File: config.mk
export PLATFORM = sky130hd
export DESIGN_NAME = ifetch_unit
export DESIGN_NICKNAME = d
export VERILOG_FILES = /design/src/rtl/ifetch_unit.sv
export SDC_FILE = /design/constraint.sdc
export NUM_CORES = 1
export LEC_CHECK = 0
export BUFFER_PORTS_ARGS = -buffer_cell sky130_fd_sc_hd__buf_2
export CAP_MARGIN = 20
export CORE_ASPECT_RATIO = 1.2
export CORE_MARGIN = 2
export CORE_UTILIZATION = 55
export CTS_CLUSTER_SIZE = 14
export DETAILED_ROUTE_END_ITERATION = 10
export GPL_TIMING_DRIVEN = 0
export PLACE_DENSITY = 0.88
export SLEW_MARGIN = 25
export SYNTH_ARGS = -nofsm -noshare
export SYNTH_HDL_FRONTEND = slang
export SYNTH_SLANG_ARGS = --single-unit
File: constraint.sdc
create_clock -name clk -period 4.6 [get_ports clk]
set_clock_uncertainty 0.1 [all_clocks]
set_input_delay 0.23 -clock clk [delete_from_list [all_inputs] [get_ports clk]]
set_output_delay 0.23 -clock clk [all_outputs]
set_load 0.02 [all_outputs]
File: src/rtl/ifetch_unit.sv
`default_nettype none
// ============================================================================
// Module   : ifetch_unit
// Brief    : LC-3b instruction fetch engine. Owns the PC, issues held memory
//            reads and hands fetched words to the IR over valid/ready.
// Revision : 1.0 - initial release
// ============================================================================
module ifetch_unit #(
    parameter logic [15:0] RESET_PC = 16'h0000,
    parameter logic [15:0] PC_STEP  = 16'd2
) (
    input  logic        clk,
    input  logic        reset_n,
    output logic [15:0] mem_address,
    output logic        mem_read,
    input  logic        mem_resp,
    input  logic [15:0] mem_rdata,
    output logic [15:0] instr,
    output logic [15:0] instr_pc,
    output logic        instr_valid,
    input  logic        instr_ready,
    input  logic        pc_load,
    input  logic [15:0] pc_target
);

    localparam logic [15:0] C_RESET_PC = RESET_PC & 16'hFFFE;

    typedef enum logic [1:0] {
        S_FETCH = 2'd0,
        S_FLUSH = 2'd1,
        S_HOLD  = 2'd2
    } state_t;

    state_t      r_state, w_state_next;
    logic [15:0] r_pc, w_pc_next;
    logic [15:0] r_pending, w_pending_next;
    logic [15:0] r_instr, w_instr_next;
    logic [15:0] r_instr_pc, w_instr_pc_next;
    logic [15:0] w_target;
    logic        w_unused_bit;

    assign w_target     = {pc_target[15:1], 1'b0};
    assign w_unused_bit = pc_target[0];

    always_ff @(posedge clk) begin
        if (!reset_n) begin
            r_state    <= S_FETCH;
            r_pc       <= C_RESET_PC;
            r_pending  <= 16'h0000;
            r_instr    <= 16'h0000;
            r_instr_pc <= 16'h0000;
        end else begin
            r_state    <= w_state_next;
            r_pc       <= w_pc_next;
            r_pending  <= w_pending_next;
            r_instr    <= w_instr_next;
            r_instr_pc <= w_instr_pc_next;
        end
    end

    always_comb begin
        w_state_next    = r_state;
        w_pc_next       = r_pc;
        w_pending_next  = r_pending;
        w_instr_next    = r_instr;
        w_instr_pc_next = r_instr_pc;
        case (r_state)
            S_FETCH: begin
                if (mem_resp && pc_load) begin
                    // Data from the old stream is dropped; refetch at target.
                    w_pc_next = w_target;
                end else if (mem_resp) begin
                    w_instr_next    = mem_rdata;
                    w_instr_pc_next = r_pc;
                    w_pc_next       = r_pc + PC_STEP;
                    w_state_next    = S_HOLD;
                end else if (pc_load) begin
                    // Read cannot be aborted; wait for it and discard its data.
                    w_pending_next = w_target;
                    w_state_next   = S_FLUSH;
                end
            end
            S_FLUSH: begin
                if (pc_load) begin
                    w_pending_next = w_target;
                end
                if (mem_resp) begin
                    w_pc_next    = pc_load ? w_target : r_pending;
                    w_state_next = S_FETCH;
                end
            end
            S_HOLD: begin
                if (pc_load) begin
                    w_pc_next    = w_target;
                    w_state_next = S_FETCH;
                end else if (instr_ready) begin
                    w_state_next = S_FETCH;
                end
            end
            default: begin
                w_state_next = S_FETCH;
            end
        endcase
    end

    assign mem_read    = (r_state == S_FETCH) || (r_state == S_FLUSH);
    assign mem_address = r_pc;
    assign instr_valid = (r_state == S_HOLD);
    assign instr       = r_instr;
    assign instr_pc    = r_instr_pc;

endmodule
`default_nettype wire

==> impl_summary.txt <==
----------------------------------------------------
[Final layout]
  Layout area overhead ... 22.5%
  Area occupied by multi-input gates ... 1710 sq um
  Post-Layout Inst Area ... 3990 sq um
  Total area of sequential cells ... 1320 sq um
  Share of final-layout standard cells stronger than drive strength 1 ... 0.258
  Number of diodes ... 0
  Number of inserted filler cells in the final layout ... 454
  Non-filler instance count after layout ... 552
  Final layout net count ... 509
  Fin util ... 0.700

[Flow run]
  Max-Cap Viols ... 0

[Setup path]
  Launching element type of the critical path ... register
  Crit path buf inv count ... 4
  Gate family responsible for the most delay along the worst path ... compound AO/OA/AOI/OAI gates
  Kind of end point of the critical path ... register
  Maximum fanout count along the critical path ... 10
  Start-to-end type of the worst setup path ... reg2reg
  CP Cell Sequence ... inv_1, ha_1, clkbuf_8, inv_1, nor2_1, clkbuf_8, a221oi_1, o21ai_0, o211a_1
  CP max stage delay ... 420 ps
  Library cell contributing the largest single delay on the critical path ... dfxtp_1
  Critical path data arrival time ... 2380 ps
  Req. time, crit path ... 4740 ps

[Drt]
  Count of routing violations after the opening detailed-route iteration ... 212
  Number of search-and-repair iterations in the first detailed-routing pass ... 5
  Wirelength, routed ... 8.08 mm
  Residual DRC count ... 0
  Total number of vias ... 3,070
  Number of vias per cell ... 5.56
  Detail Route Antenna Nets ... 0
  Detailed-route wire length per cell ... 14.6 um

[Power and ir drop]
  Worst vdd ir ... 180 uV
  Sequential share of power ... 0.431
  Fraction of power spent switching nets ... 0.296
  Leakage power figure ... 1.79 nW
  Total power of the final layout ... 1.50 mW
  Clock group share of total power ... 0.360
  Power per standard cell area ... 376 nW/um^2
  Power Internal ... 1.06 mW
  Total net switching power ... 0.445 mW
  Logic gate share of total power ... 0.209

[Floorplan]
  CORE AREA ... 5710 sq um
  Starting density of the core ... 0.571
  Die Ht ... 88.3 um
  Overall die area ... 6560 sq um
  Cell row count ... 30
  Num ports ... 87
  Horizontal die dimension ... 74.3 um

[Global route]
  Number of global-route vias before repair ... 2,785
  Global-route wire length before repair ... 12.6 mm
  Overflow left after global routing ... 0
  Pin count of the biggest net entering global routing ... 12
  Number of antenna violations at the first check in global routing ... 0
  Global-route total usage across every layer ... 0.247

[Logic synthesis]
  Count of flip-flops with a built-in enable after synthesis ... 0
  Most numerous cell types in the synthesized netlist ... nand2_1 (77), dfxtp_1 (66), a21boi_0 (32), mux2i_1 (20), nor2b_1 (19)
  Number of register bits inferred by synthesis ... 66
  Yosys synthesis warning count ... 0
  Async set-reset flop share out of synthesis ... 0
  Library cell with the largest summed area after synthesis ... dfxtp_1
  Dominant synthesized flop cell ... dfxtp_1
  Post-synthesis sequential area ratio ... 0.405
  Post-Syn Nets ... 415
  Cell with the most instances after synthesis ... nand2_1
  Area share of the largest cell type after synthesis ... 0.405
  Top cells by area in the synthesized netlist ... dfxtp_1 (41%), nand2_1 (8.9%), a21boi_0 (7.4%)
  Synth unique cells ... 46
  Per-instance average area after synthesis ... 8.74 sq um
  Cell Area, Synth ... 3260 sq um
  Gate count of the mapped netlist ... 373

[Clock network]
  Clock buffer count from CTS ... 9
  Number of gates resized after CTS ... 0
  Number of hold buffers added after CTS ... 0
  Maximum root-to-sink buffer count ... 2
  Post-CTS setup buffer count ... 0
  Skew-Pair Late Insertion Delay ... 350 ps
  Root Buffer ... clkbuf_8
  Count of clock tree sinks ... 66
  Htree depth ... 3
  TritonCTS clock tree ... built
  Clock transition at the registers of the reported paths ... 70 ps

[STA]
  Minimum period implied by the final worst setup slack ... 2240 ps
  Worst max-slew margin expressed relative to the limit ... 0.698
  Ratio of final minimum period to clock period ... 0.486
  Final setup margin ... 2360 ps
  Number of slew-limit violations in the final report ... 0
  Final count of hold timing violations ... 0
  Endpoints failing setup ... 0
  Final hold slack ... 20.6 ps
  RSZ-0062 raised after global routing ... no
  Maximum operating frequency ... 0.447 GHz
  Tightest Pin Transition ... 453 ps
  Sum Neg Setup Slack ... 0 ps

[Place]
  Worst slack, placed ... 2500 ps
  Count of input and output buffers ... 83
  Area post-placement ... 3770 sq um
  Total placed cells including tap cells ... 536
  DP HPWL ... 5.81 mm
  Placer Congestion ... 0.881

[Worst hold path]
  Worst min-delay path category ... in2reg

[Status]
  Outcome ... finished clean

----------------------------------------------------
==> sequential cells by signal (all words and copies together), names as in the netlist <==
register     cells
instr           16
instr_pc        16
mem_address     16
r_pending       16
r_state          2
==> routing by layer <==
layer / wire, um / share of wire / vias up / track usage
met4: 193 / 0.024 / 0 / 0.136
met3: 661 / 0.082 / 20 / 0.0558
met2: 3840 / 0.48 / 154 / 0.408
met1: 3380 / 0.42 / 1399 / 0.297
li1: - / - / 1497 / -
met5: 0 / 0 / - / 0
==> power by group through the flow <==
stage	combinational, mW	sequential (mW)	clock [mW]
2_1_floorplan	0.183	0.687	0
3_3_place_gp	0.299	0.657	0
3_5_place_dp	0.307	0.659	0
4_1_cts	0.311	0.646	0.544
5_1_grt	0.341	0.652	0.575
6_report	0.313	0.648	0.541
==> kinds of logic (layout without fill, tap and decap cells) <==
logic type | Yosys count | in the layout | share of synthesized area
xor+xnor | 8 | 8 | 0.0215
flops | 66 | 66 | 0.405
mux | 20 | 20 | 0.0614
simple gates | 134 | 134 | 0.187
buf+inv | 35 | 134 | 0.0702
compound gates | 105 | 105 | 0.236
fa+ha+maj | 5 | 5 | 0.0192
==> path summary, 6_finish.rpt <==
kind           startpoint             end  slack (ps)  depth (start not counted)
min          mem_rdata[0]        instr[0]          20                          3
min reg2reg      instr[8]        instr[8]         360                          2
max reg2reg    r_state[0]  mem_address[2]        2360                          9
max            r_state[0]  mem_address[2]        2360                          9
==> layout by cell type, fill, tap and decap left out, types with 3 or more instances in the layout <==
cell / n
a211o_1: 7
a21boi_0: 32
a21oi_1: 14
a221oi_1: 10
a22o_1: 4
a22oi_1: 6
a31oi_1: 3
and3_1: 4
buf_2: 88
clkbuf_1: 11
clkbuf_8: 17
dfxtp_1: 66
ha_1: 5
inv_1: 8
mux2i_1: 20
nand2_1: 77
nand3_1: 5
nor2_1: 16
nor2b_1: 19
nor3_1: 3
o21ai_0: 14
o221a_2: 3
xnor2_1: 3
xor2_1: 5
==> worst register-to-register path: stages (launching register included) <==
cell,delay [ps]
dfxtp_1,420
inv_1,90
ha_1,300
clkbuf_8,160
inv_1,120
nor2_1,90
clkbuf_8,170
a221oi_1,360
o21ai_0,170
o211a_1,150
==> area by class of cell <==
type | instances | share of cell area
Clock inverter | 5 | 0.0194
Multi-Input combinational cell | 272 | 0.428
Sequential cell | 66 | 0.331
Timing Repair Buffer | 83 | 0.104
Tap cell | 80 | 0.0251
Inverter | 8 | 0.00752
Buffer | 27 | 0.0498
Clock buffer | 11 | 0.0354
(Power assumes the default switching activity.)
